## src/rtl/lsu_pkg.sv

```systemverilog
// -----------------------------------------------------------------------------
// lsu_pkg
// Shared types and constants for the load/store unit.
//   lsu_size_e  : access size encoding carried on req_size
//   lsu_state_e : control FSM states (also exported for observation)
//   *_W         : lane widths used for little-endian lane extraction
// -----------------------------------------------------------------------------
package lsu_pkg;

    localparam int XLEN      = 32;
    localparam int BYTE_W    = 8;
    localparam int HALF_W    = 16;
    localparam int NUM_LANES = XLEN / BYTE_W;

    typedef enum logic [1:0] {
        SZ_BYTE = 2'b00,
        SZ_HALF = 2'b01,
        SZ_WORD = 2'b10,
        SZ_RSVD = 2'b11
    } lsu_size_e;

    typedef enum logic [2:0] {
        ST_IDLE = 3'd0,
        ST_RD   = 3'd1,
        ST_CAP  = 3'd2,
        ST_WR   = 3'd3,
        ST_RESP = 3'd4
    } lsu_state_e;

endpackage

```

## src/rtl/lsu_if.sv

```systemverilog
// -----------------------------------------------------------------------------
// lsu_if
// Bundles the request/response channel and the data-memory port of the
// load/store unit.
//   slave  : the load/store unit side
//   master : the execute stage + memory side (used by the testbench)
//
// Handshake: a transfer happens on a rising edge where valid and ready are
// both high. The producer holds valid and its payload stable until that edge;
// the consumer may raise or drop ready freely. For requests, ready is high
// only while the unit is idle; for responses, resp_valid stays high with
// rdata/err frozen until resp_ready is seen.
//
// Memory port: mem_rd is the registered read of the word at mem_addr,
// valid one cycle after mem_addr is presented with mem_wr_en low.
// -----------------------------------------------------------------------------
interface lsu_if #(
    parameter int ADDRESS_WIDTH = 32,
    parameter int DATA_WIDTH    = 32
);
    // request channel
    logic                     req_valid;
    logic                     req_ready;
    logic                     req_we;
    logic [1:0]               req_size;
    logic                     req_unsigned;
    logic [31:0]              req_addr;
    logic [31:0]              req_wdata;
    // response channel
    logic                     resp_valid;
    logic                     resp_ready;
    logic [31:0]              resp_rdata;
    logic                     resp_err;
    // data memory port
    logic                     mem_wr_en;
    logic [ADDRESS_WIDTH-1:0] mem_addr;
    logic [DATA_WIDTH-1:0]    mem_wd;
    logic [DATA_WIDTH-1:0]    mem_rd;

    modport slave (
        input  req_valid, req_we, req_size, req_unsigned, req_addr, req_wdata,
        input  resp_ready, mem_rd,
        output req_ready, resp_valid, resp_rdata, resp_err,
        output mem_wr_en, mem_addr, mem_wd
    );

    modport master (
        output req_valid, req_we, req_size, req_unsigned, req_addr, req_wdata,
        output resp_ready, mem_rd,
        input  req_ready, resp_valid, resp_rdata, resp_err,
        input  mem_wr_en, mem_addr, mem_wd
    );

endinterface

```

## src/rtl/lsu_lane_align.sv

```systemverilog
// -----------------------------------------------------------------------------
// lsu_lane_align
// Purely combinational lane handling for a 32-bit little-endian word.
//   i_size     : access size (byte/half/word)
//   i_unsigned : 1 = zero-extend loads, 0 = sign-extend from lane MSB
//   i_addr_lo  : byte offset within the word (already normalised by caller)
//   i_rd       : word read from memory
//   i_wdata    : right-justified store data
//   o_load     : extracted and extended load result
//   o_merged   : i_rd with only the addressed lane replaced by store data
// -----------------------------------------------------------------------------
module lsu_lane_align
    import lsu_pkg::*;
(
    input  lsu_size_e   i_size,
    input  logic        i_unsigned,
    input  logic [1:0]  i_addr_lo,
    input  logic [31:0] i_rd,
    input  logic [31:0] i_wdata,
    output logic [31:0] o_load,
    output logic [31:0] o_merged
);

    logic [BYTE_W-1:0] w_byte;
    logic [HALF_W-1:0] w_half;
    logic              w_byte_sign;
    logic              w_half_sign;

    always_comb begin
        w_byte = i_rd[7:0];
        case (i_addr_lo)
            2'd1:    w_byte = i_rd[15:8];
            2'd2:    w_byte = i_rd[23:16];
            2'd3:    w_byte = i_rd[31:24];
            default: w_byte = i_rd[7:0];
        endcase
        w_half      = i_addr_lo[1] ? i_rd[31:16] : i_rd[15:0];
        w_byte_sign = ~i_unsigned & w_byte[BYTE_W-1];
        w_half_sign = ~i_unsigned & w_half[HALF_W-1];

        // Word accesses pass straight through in both directions.
        o_load   = i_rd;
        o_merged = i_wdata;
        case (i_size)
            SZ_BYTE: begin
                o_load   = {{(XLEN-BYTE_W){w_byte_sign}}, w_byte};
                o_merged = i_rd;
                case (i_addr_lo)
                    2'd1:    o_merged[15:8]  = i_wdata[7:0];
                    2'd2:    o_merged[23:16] = i_wdata[7:0];
                    2'd3:    o_merged[31:24] = i_wdata[7:0];
                    default: o_merged[7:0]   = i_wdata[7:0];
                endcase
            end
            SZ_HALF: begin
                o_load   = {{(XLEN-HALF_W){w_half_sign}}, w_half};
                o_merged = i_rd;
                if (i_addr_lo[1]) begin
                    o_merged[31:16] = i_wdata[15:0];
                end else begin
                    o_merged[15:0]  = i_wdata[15:0];
                end
            end
            default: ;
        endcase
    end

endmodule

```

## src/rtl/load_store_unit.sv

```systemverilog
// -----------------------------------------------------------------------------
// load_store_unit
// Byte/half/word loads and stores on byte addresses against a word-addressed
// memory with a registered read port. Sub-word stores are read-modify-write.
// One transaction in flight at a time.
//   clk, rst_n : clock (rising edge), asynchronous active-low reset
//   bus        : lsu_if.slave - request/response channel and memory port
//   o_state    : current FSM state, for observation
//
// Build option: define LSU_MISALIGN_TRAP_EN to report misaligned half/word
// accesses and the reserved size as errors (no memory access). Without it,
// resp_err is always 0, offending low address bits are cleared and the
// reserved size behaves as a word access.
//
// Latency from the accept edge (cycle 0) to first resp_valid:
//   error 1, word store 2, load 3, sub-word store 4.
// -----------------------------------------------------------------------------
module load_store_unit
    import lsu_pkg::*;
#(
    parameter int ADDRESS_WIDTH = 32,
    parameter int DATA_WIDTH    = 32   // only 32 is supported
) (
    input  logic       clk,
    input  logic       rst_n,
    lsu_if.slave       bus,
    output lsu_state_e o_state
);

    lsu_state_e             r_state;
    lsu_state_e             w_next_state;

    logic                   r_we;
    lsu_size_e              r_size;
    logic                   r_unsigned;
    logic [1:0]             r_addr_lo;
    logic [31:0]            r_wdata;
    logic [31:0]            r_rdata;
    logic                   r_err;
    logic [ADDRESS_WIDTH-1:0] r_mem_addr;
    logic [31:0]            r_mem_wd;

    logic                   w_accept;
    lsu_size_e              w_in_size;
    lsu_size_e              w_eff_size;
    logic [1:0]             w_eff_lo;
    logic                   w_err;
    logic                   w_word_store;
    logic [63:0]            w_idx_wide;
    logic [31:0]            w_load;
    logic [31:0]            w_merged;

    assign w_accept   = bus.req_valid && (r_state == ST_IDLE);
    assign w_in_size  = lsu_size_e'(bus.req_size);
    // Word index zero-extended wide enough to be truncated to any ADDRESS_WIDTH.
    assign w_idx_wide = {34'd0, bus.req_addr[31:2]};

`ifdef LSU_MISALIGN_TRAP_EN
    always_comb begin
        w_eff_size = w_in_size;
        w_eff_lo   = bus.req_addr[1:0];
        w_err      = (w_in_size == SZ_RSVD)
                  || ((w_in_size == SZ_HALF) && bus.req_addr[0])
                  || ((w_in_size == SZ_WORD) && (bus.req_addr[1:0] != 2'b00));
    end
`else
    always_comb begin
        w_err      = 1'b0;
        w_eff_size = (w_in_size == SZ_RSVD) ? SZ_WORD : w_in_size;
        w_eff_lo   = bus.req_addr[1:0];
        if (w_eff_size == SZ_HALF) begin
            w_eff_lo = {bus.req_addr[1], 1'b0};
        end else if (w_eff_size == SZ_WORD) begin
            w_eff_lo = 2'b00;
        end
    end
`endif

    assign w_word_store = bus.req_we && (w_eff_size == SZ_WORD);

    // FSM state register
    always_ff @(posedge clk or negedge rst_n) begin
        if (!rst_n) begin
            r_state <= ST_IDLE;
        end else begin
            r_state <= w_next_state;
        end
    end

    // FSM next-state logic
    always_comb begin
        w_next_state = r_state;
        case (r_state)
            ST_IDLE: begin
                if (w_accept) begin
                    if (w_err) begin
                        w_next_state = ST_RESP;
                    end else if (w_word_store) begin
                        w_next_state = ST_WR;
                    end else begin
                        w_next_state = ST_RD;
                    end
                end
            end
            ST_RD:   w_next_state = ST_CAP;
            ST_CAP:  w_next_state = r_we ? ST_WR : ST_RESP;
            ST_WR:   w_next_state = ST_RESP;
            ST_RESP: w_next_state = bus.resp_ready ? ST_IDLE : ST_RESP;
            default: w_next_state = ST_IDLE;
        endcase
    end

    // Request latch, memory port registers and response registers
    always_ff @(posedge clk or negedge rst_n) begin
        if (!rst_n) begin
            r_we       <= 1'b0;
            r_size     <= SZ_BYTE;
            r_unsigned <= 1'b0;
            r_addr_lo  <= 2'b00;
            r_wdata    <= '0;
            r_rdata    <= '0;
            r_err      <= 1'b0;
            r_mem_addr <= '0;
            r_mem_wd   <= '0;
        end else begin
            if (w_accept) begin
                r_we       <= bus.req_we;
                r_size     <= w_eff_size;
                r_unsigned <= bus.req_unsigned;
                r_addr_lo  <= w_eff_lo;
                r_wdata    <= bus.req_wdata;
                r_rdata    <= '0;
                r_err      <= w_err;
                // An erroring request leaves the memory port untouched.
                if (!w_err) begin
                    r_mem_addr <= w_idx_wide[ADDRESS_WIDTH-1:0];
                    if (w_word_store) begin
                        r_mem_wd <= bus.req_wdata;
                    end
                end
            end
            if (r_state == ST_CAP) begin
                if (r_we) begin
                    r_mem_wd <= w_merged;
                end else begin
                    r_rdata  <= w_load;
                end
            end
        end
    end

    lsu_lane_align u_lane_align (
        .i_size     (r_size),
        .i_unsigned (r_unsigned),
        .i_addr_lo  (r_addr_lo),
        .i_rd       (bus.mem_rd),
        .i_wdata    (r_wdata),
        .o_load     (w_load),
        .o_merged   (w_merged)
    );

    assign bus.req_ready  = (r_state == ST_IDLE);
    assign bus.resp_valid = (r_state == ST_RESP);
    assign bus.resp_rdata = r_rdata;
    assign bus.resp_err   = r_err;
    assign bus.mem_wr_en  = (r_state == ST_WR);
    assign bus.mem_addr   = r_mem_addr;
    assign bus.mem_wd     = r_mem_wd;
    assign o_state        = r_state;

endmodule

```

## src/flat_wrapper.sv

```systemverilog
// flat-port wrapper written by rule: the top's interface ports become plain ports
module load_store_unit_flat import lsu_pkg::*;
#(
    parameter int ADDRESS_WIDTH = 32,
    parameter int DATA_WIDTH    = 32                          
)
  (clk, rst_n, o_state, bus_req_valid, bus_req_we, bus_req_size, bus_req_unsigned, bus_req_addr, bus_req_wdata, bus_resp_ready, bus_mem_rd, bus_req_ready, bus_resp_valid, bus_resp_rdata, bus_resp_err, bus_mem_wr_en, bus_mem_addr, bus_mem_wd);
  lsu_if #(.ADDRESS_WIDTH(ADDRESS_WIDTH), .DATA_WIDTH(DATA_WIDTH)) bus_i ();
  input  logic clk;
  input  logic rst_n;
  output lsu_state_e o_state;
  input wire logic [$bits(bus_i.req_valid)-1:0] bus_req_valid;
  input wire logic [$bits(bus_i.req_we)-1:0] bus_req_we;
  input wire logic [$bits(bus_i.req_size)-1:0] bus_req_size;
  input wire logic [$bits(bus_i.req_unsigned)-1:0] bus_req_unsigned;
  input wire logic [$bits(bus_i.req_addr)-1:0] bus_req_addr;
  input wire logic [$bits(bus_i.req_wdata)-1:0] bus_req_wdata;
  input wire logic [$bits(bus_i.resp_ready)-1:0] bus_resp_ready;
  input wire logic [$bits(bus_i.mem_rd)-1:0] bus_mem_rd;
  output wire logic [$bits(bus_i.req_ready)-1:0] bus_req_ready;
  output wire logic [$bits(bus_i.resp_valid)-1:0] bus_resp_valid;
  output wire logic [$bits(bus_i.resp_rdata)-1:0] bus_resp_rdata;
  output wire logic [$bits(bus_i.resp_err)-1:0] bus_resp_err;
  output wire logic [$bits(bus_i.mem_wr_en)-1:0] bus_mem_wr_en;
  output wire logic [$bits(bus_i.mem_addr)-1:0] bus_mem_addr;
  output wire logic [$bits(bus_i.mem_wd)-1:0] bus_mem_wd;
  assign bus_i.req_valid = bus_req_valid;
  assign bus_i.req_we = bus_req_we;
  assign bus_i.req_size = bus_req_size;
  assign bus_i.req_unsigned = bus_req_unsigned;
  assign bus_i.req_addr = bus_req_addr;
  assign bus_i.req_wdata = bus_req_wdata;
  assign bus_i.resp_ready = bus_resp_ready;
  assign bus_i.mem_rd = bus_mem_rd;
  assign bus_req_ready = bus_i.req_ready;
  assign bus_resp_valid = bus_i.resp_valid;
  assign bus_resp_rdata = bus_i.resp_rdata;
  assign bus_resp_err = bus_i.resp_err;
  assign bus_mem_wr_en = bus_i.mem_wr_en;
  assign bus_mem_addr = bus_i.mem_addr;
  assign bus_mem_wd = bus_i.mem_wd;
  load_store_unit #(.ADDRESS_WIDTH(ADDRESS_WIDTH), .DATA_WIDTH(DATA_WIDTH)) u_core (.clk(clk), .rst_n(rst_n), .bus(bus_i), .o_state(o_state));
endmodule
```

## config.mk

```make
export PLATFORM = sky130hd
export DESIGN_NAME = load_store_unit_flat
export DESIGN_NICKNAME = d
export VERILOG_FILES = /design/src/rtl/lsu_pkg.sv /design/src/rtl/lsu_if.sv /design/src/rtl/lsu_lane_align.sv /design/src/rtl/load_store_unit.sv /design/src/flat_wrapper.sv
export SDC_FILE = /design/constraint.sdc
export NUM_CORES = 1
export LEC_CHECK = 0
export CAP_MARGIN = 30
export CORE_AREA = 2 2 183 113
export CTS_CLUSTER_SIZE = 16
export DETAILED_ROUTE_END_ITERATION = 6
export DIE_AREA = 0 0 185 115
export GPL_TIMING_DRIVEN = 0
export RECOVER_POWER = 25
export SLEW_MARGIN = 0
export SYNTH_ARGS = -nofsm -noshare
export SYNTH_HDL_FRONTEND = slang
export SYNTH_SLANG_ARGS = --single-unit
```

## constraint.sdc

```tcl
create_clock -name clk -period 2.55 [get_ports clk]
set_clock_uncertainty 0.05 [all_clocks]
set_input_delay 0.51 -clock clk [delete_from_list [all_inputs] [get_ports clk]]
set_output_delay 0.51 -clock clk [all_outputs]
set_load 0.05 [all_outputs]
```

==> impl_metrics.toml, run 1 <==
[floorplan]
die_w_um = 185
start_util_pct = 34.7
io_pins = 207
num_rows = 40
die_area_mm2 = 0.0213
die_y_um = 115
core_region_area_mm2 = 0.0196

[cts]
clk_pin_slew_ps = 70
htreeDepth = 4
cts.sinks = 135
post_cts_buffers = 0
cts_buffers = 17
cts_root_buf = "clkbuf_16"
cts_tree = "built"
clock_latency_ps = 430
clock_path_buffers = 2

[worst_setup_path]
critical_path.startpoint_type = "input pin"
r2r_start = "u_core.o_state[0]$_DFFE_PN0P_"
cp.arrival_ps = 2820
rr_endpoint = "u_core.r_size[0]$_DFFE_PN0P_"
reg2reg_setup_slack_ps = 90
setup.worst_path.end_class = "flop"
r2r.worst_path.cells = 6
critPathRequiredTime_ps = 2870
worst-path-max-fanout = 10
path_class = "input pin to flop"

[logic_synthesis]
synthTopCellsByArea = "dfrtp_1 (50%), nand2_1 (13%), mux2i_1 (8.4%), a21oi_1 (3.9%), a221o_1 (2.4%)"
ys_seq_elements = 135
synth-edff-count = 0
yosys-top-cells-count = "nand2_1 (235), dfrtp_1 (135), mux2i_1 (57)"
syn_avg_cell_area_um2 = 9.24
netlist_area_mm2 = 0.00680
async_flop_share_pct = 100
synth_cells = 736
synthDominantAreaCellType = "dfrtp_1"
synth-main-ff-cell = "dfrtp_1"
synth_warnings = 0
yosysTopAreaCellShare_pct = 49.7
yosysMostFrequentCell = "nand2_1"
yosysSeqAreaShare_pct = 49.7
synth.distinct_cells = 49

[cells_and_area]
regArea_mm2 = 0.00338
drive_gt1_share_pct = 8.31
num-fill-cells = 1851
finish.utilization_pct = 50.0
nNetsFinal = 1066
syn2layout_area_growth_pct = 44.1
fin_area_mm2 = 0.00980
multi_input_area_mm2 = 0.00310

[sta]
tns_ps = 0
slew_headroom_pct = 22.9
hold_viol = 0
final_max_slew_viol_count = 0
min_period_ps = 2490
finalCritPeriodShare_pct = 97.8
fmax_ghz = 0.401
grt_setup_unrepaired = "yes"
worst_slew_pin_slew_ps = 1160
finalSetupViolCount = 0

[routing]
route.met3.wl_um = 2850
vias_per_cell = 5.27
drc_errors = 0
top_layer = "met5"
vias = 6582
drtIter0Drc = 581
firstDrtPassIters = 7
wl_met2_um = 10200
wl_per_cell_um = 20.5
wl_um = 25600
met1_length_um = 12300
drt.antenna.violating_nets = 0

[run]
max-cap-violations = 0

[placed_design]
placed_cell_area_mm2 = 0.00922
gp_congestion = 0.904
portBuffers = 203
dp.final_hpwl_um = 18900

[worst_hold_path]
min_path_cells = 2
min_to = "u_core.bus.mem_addr[12]$_DFFE_PN0P_"
min-delay-path-class = "flop to flop"
min_from = "u_core.bus.mem_addr[12]$_DFFE_PN0P_"

[grt]
gr-total-overflow = 0
first_global_vias = 6320
grt_max_degree = 93
grt_pass1_wl_um = 38300
grt_antenna_before_repair = 2
grt.total_usage_pct = 24.3

[pwr]
peakVddDrop_mv = 0.644
cellPowerDensity_mw_per_mm2 = 1450
leakagePower_uw = 0.00456

[status]
status = "finished clean"
==> how the worst max path moves through the flow <==
stage	start	cells past startpoint	to	slack (ps)
after floorplan	u_core.o_state[0]$_DFFE_PN0P_	2	bus_req_ready	100
after global placement	rst_n	1	u_core.o_state[2]$_DFFE_PN0P_	-4830
after detailed placement	bus_req_valid	6	u_core.bus.mem_wd[6]$_DFF_PN0_	-270
after CTS	bus_req_valid	6	u_core.bus.mem_wd[1]$_DFF_PN0_	100
after global routing	bus_req_valid	6	u_core.bus.mem_wd[1]$_DFF_PN0_	-0.7
final	bus_req_valid	6	u_core.r_size[0]$_DFFE_PN0P_	60
==> layout make-up <==
cell class | count | share of cell area (%)
inverters | 7 | 0.268
multi-input cells | 532 | 31.7
repair buffers | 205 | 21.0
diodes | 1 | 0.0255
clock inverters | 15 | 1.61
well taps | 273 | 3.49
flip-flops and latches | 135 | 34.5
plain buffers | 64 | 3.10
clock buffers | 17 | 4.34
==> per-stage QoR <==
step                      hold WS, ps  total power, µW  setup WS, ps  std cells
after CTS                         429            14200           102       1248
final                             424            14200          55.3       1249
after global routing              449            14900        -0.653       1248
after detailed placement          409            11600          -273       1215
after floorplan                   164             8820           104        738
after global placement            404            11600         -4830       1214
==> cell usage in the layout, fill, tap and decap left out, types with 15 or more instances in the layout <==
master | netlist | final
clkbuf_1 | 38 | 38
nand2_1 | 235 | 235
a221o_1 | 16 | 16
mux2i_1 | 57 | 57
clkdlybuf4s50_1 | 0 | 198
buf_2 | 15 | 15
a21oi_1 | 53 | 53
a22o_1 | 16 | 16
clkbuf_16 | 0 | 17
o21ai_0 | 26 | 26
dfrtp_1 | 135 | 135
a22oi_1 | 16 | 16
nor3_1 | 18 | 18
==> sequential cells by signal, indices dropped and copies added (netlist names) <==
register / count
u_core.bus.resp_rdata: 32
u_core.o_state: 3
u_core.bus.mem_wd: 32
u_core.r_addr_lo: 2
u_core.r_size: 2
u_core.r_wdata: 32
u_core.bus.mem_addr: 30
u_core.r_we: 1
u_core.r_unsigned: 1
==> worst max-delay path: stages <==
cell,delay (ps)
clkdlybuf4s50_1,540
nor4b_2,480
clkbuf_1,560
clkbuf_1,470
nand3b_1,160
nand2_1,90
==> logic make-up after synthesis <==
group | Yosys count | share of synthesized area (%)
and+or+nand+nor | 284 | 17.5
AOI/OAI and AO/OA | 181 | 18.4
DFF | 135 | 49.7
buffers and inverters | 71 | 4.86
muxes | 64 | 9.55
other | 1 | 0.0551
==> routing by layer <==
metal	track usage [%]	vias up
met5	0	-
met4	5.61	2
met3	9.63	23
met2	33.0	291
met1	35.9	3231
li1	-	3035
==> where the power goes <==
group | total (µW) | leakage (µW) | internal [µW] | switching [µW]
combinational | 7850 | 0.00260 | 2660 | 5180
sequential | 3830 | 0.00168 | 3110 | 720
clock | 2490 | 0.000282 | 1390 | 1110
==> repair_timing <==
item	CTS	global route
setup endpoints to repair	3	1
gates resized for setup	3	0
endpoints found under the hold margin	43	0
hold buffers	1	0
(Power assumes the default switching activity.)
==> run 2, diff against run 1 <==
--- a/config.mk
+++ b/config.mk
@@ -6,13 +6,14 @@
 export NUM_CORES = 1
 export LEC_CHECK = 0
 export CAP_MARGIN = 30
-export CORE_AREA = 2 2 183 113
-export CTS_CLUSTER_SIZE = 16
+export CORE_AREA = 2 2 189 117
+export CTS_CLUSTER_SIZE = 40
 export DETAILED_ROUTE_END_ITERATION = 6
-export DIE_AREA = 0 0 185 115
+export DIE_AREA = 0 0 191 119
 export GPL_TIMING_DRIVEN = 0
 export RECOVER_POWER = 25
 export SLEW_MARGIN = 0
 export SYNTH_ARGS = -nofsm -noshare
 export SYNTH_HDL_FRONTEND = slang
+export SYNTH_HIERARCHICAL = 1
 export SYNTH_SLANG_ARGS = --single-unit
==> impl_metrics.toml, run 2 <==
[status]
status = "finished clean"

[worst_setup_path]
max_stage_delay_ps = 520
rr_endpoint = "u_core/bus.mem_wd[15]$_DFF_PN0_"
worst-path-buf-inv = 3
cpLargestDelayFamily = "simple AND/OR/NAND/NOR gates"
critical_path.startpoint_type = "flop"
r2r.worst_path.cells = 8
critPathRequiredTime_ps = 2850
worst-path-max-fanout = 10
r2r_start = "u_core/r_addr_lo[1]$_DFFE_PN0P_"
cp.arrival_ps = 2700
crit_chain = "buf_4 -> nor2b_1 -> or2_2 -> clkbuf_1 -> buf_2 -> a221o_1 -> nor2_1 -> a21oi_1"
crit_slowest_cell = "nor2b_1"
setup.worst_path.end_class = "flop"
path_class = "flop to flop"
reg2reg_setup_slack_ps = 150

[logic_synthesis]
synth-edff-count = 0
yosys-top-cells-count = "nand2_1 (237), dfrtp_1 (135), mux2i_1 (43)"
syn_avg_cell_area_um2 = 8.98
yosysTopAreaCellShare_pct = 46.6
yosysMostFrequentCell = "nand2_1"
synth.distinct_cells = 45
yosysSeqAreaShare_pct = 46.6
synthDominantAreaCellType = "dfrtp_1"
async_flop_share_pct = 100
synthTopCellsByArea = "dfrtp_1 (47%), nand2_1 (12%), mux2i_1 (5.9%), a22o_1 (3.9%), a41oi_1 (3.9%)"
netlist_area_mm2 = 0.00725
synth-main-ff-cell = "dfrtp_1"
synth_warnings = 6
synth_cells = 808
ys_seq_elements = 135

[cells_and_area]
antennaDiodeCount = 0
drive_gt1_share_pct = 9.67
nNetsFinal = 1136
final_common_cell = "nand2_1"
syn2layout_area_growth_pct = 42.2
most-common-layout-cells = "nand2_1 (237), clkdlybuf4s50_1 (197), dfrtp_1 (135)"
fin_cells = 1331
finish.utilization_pct = 48.5

[placed_design]
placed_cells = 1298
dp_slack_ps = 99.2
portBuffers = 201
gp_congestion = 0.916
dp.final_hpwl_um = 21000

[grt]
grt.total_usage_pct = 25.0
grt_pass1_wl_um = 42700
first_global_vias = 7110
grt_max_degree = 93
grt_antenna_before_repair = 1
gr-total-overflow = 0

[worst_hold_path]
min_from = "u_core/bus.mem_addr[3]$_DFFE_PN0P_"
min_to = "u_core/bus.mem_addr[3]$_DFFE_PN0P_"
min-delay-path-class = "flop to flop"
min_path_cells = 2

[sta]
finalSetupViolCount = 0
slew_headroom_pct = 22.5
finalCritPeriodShare_pct = 94.2
fmax_ghz = 0.416
min_period_ps = 2400
fin_ws_ps = 147
grt_setup_unrepaired = "no"
tns_ps = 0
hold_viol = 0
final_max_slew_viol_count = 0
worst_slew_pin_slew_ps = 1160

[routing]
firstDrtPassIters = 5
vias_per_cell = 5.40
wl_per_cell_um = 20.8
vias = 7193
drtIter0Drc = 684
wl_um = 27700
drt.antenna.violating_nets = 0
drc_errors = 0

[floorplan]
start_util_pct = 34.1
die_area_mm2 = 0.0227
io_pins = 207
num_rows = 42
die_w_um = 191
die_y_um = 119
core_region_area_mm2 = 0.0213

[cts]
clock_path_buffers = 2
cts.sinks = 135
clk_pin_slew_ps = 70
post_cts_buffers = 0
clock_latency_ps = 430
htreeDepth = 4
cts_tree = "built"
cts_root_buf = "clkbuf_16"
cts_buffers = 17

[pwr]
cellPowerDensity_mw_per_mm2 = 1520
peakVddDrop_mv = 0.839
clkPwrFrac_pct = 17.3
p_seq_share_pct = 25.7
p_sw_share_pct = 48.7
p_int_uw = 8060
p_switching_uw = 7660
pwr-share-comb_pct = 57.0
leakagePower_uw = 0.00467

[run]
max-cap-violations = 0
[run 2: changes by cell type after synthesis, sizes merged, moves of 14 or more]
cell,before,now
nor3,18,2
buf,25,46
a22o,16,32
nand3,5,34
a41oi,1,32
nor2,6,42
a22oi,16,0
o21ai,26,40
a21oi,54,34
o221ai,0,16
mux2i,57,43
[run 2: logic make-up (layout without fill, tap and decap cells)]
kind of cell / Yosys count / after routing / synth area share (%)
AO/OA/AOI/OAI: 183 / 183 / 18.6
multiplexers: 59 / 59 / 8.42
AND/OR/NAND/NOR: 345 / 345 / 20.3
other: 1 / 3 / 0.0517
buffers and inverters: 85 / 320 / 6.09
flip-flops: 135 / 135 / 46.6
[run 2: worst max-delay path by stage]
stage | start | end | slack (ps) | cells after the start
2_1_floorplan | u_core/o_state[1]$_DFFE_PN0P_ | bus_req_ready | 90 | 2
3_3_place_gp | rst_n | u_core/bus.mem_addr[20]$_DFFE_PN0P_ | -4810 | 1
3_5_place_dp | bus_mem_rd[15] | u_core/bus.resp_rdata[20]$_DFF_PN0_ | 100 | 7
4_1_cts | u_core/o_state[1]$_DFFE_PN0P_ | bus_req_ready | 140 | 3
5_1_grt | u_core/r_size[0]$_DFFE_PN0P_ | u_core/bus.mem_wd[30]$_DFF_PN0_ | 9 | 7
6_report | u_core/r_addr_lo[1]$_DFFE_PN0P_ | u_core/bus.mem_wd[15]$_DFF_PN0_ | 150 | 8
[run 2: worst min-delay path: cells and delay by family (launching register included)]
kind	cells	cell delay, ps
simple gates	2	100
flops	1	340
[run 2: final cells by class]
cell class,count,area [µm²]
clock buffer,20,457
sequential,135,3380
buffer,82,430
clock inverter,12,190
fill,2117,11000
tap,286,358
inverter,3,11.3
timing repair buffer,203,2040
multi-input combinational,590,3450
[run 2: metal layers]
| metal | GRT usage [%] | vias to the layer above | part of all wire, % |
|---|---|---|---|
| met3 | 8.61 | 25 | 12 |
| met4 | 6.35 | 2 | 0.92 |
| met2 | 32.5 | 354 | 39 |
| li1 | - | 3303 | - |
| met5 | 0 | - | 0.047 |
| met1 | 38.5 | 3509 | 48 |
[run 2: repair_timing]
action	CTS	global route
setup endpoints to repair	3	0
endpoints found under the hold margin	43	0
resized for setup	3	0
hold buffers	1	0
[run 2: power by group through the flow]
stage	Sequential, µW	Clock, µW	Combinational, µW
after global routing	4140	2840	9560
after detailed placement	4030	0	8910
after CTS	4020	2760	8930
after global placement	4030	0	8850
final	4040	2710	8970
after floorplan	6390	0	3440
[run 2: metrics by stage]
step / total power, µW / hold slack (ps) / area [µm²]
4_1_cts: 15700 / 429 / 10300
2_1_floorplan: 9820 / 164 / 7270
5_1_grt: 16500 / 443 / 10300
3_5_place_dp: 12900 / 414 / 9670
6_report: 15700 / 423 / 10300
3_3_place_gp: 12900 / 408 / 9640
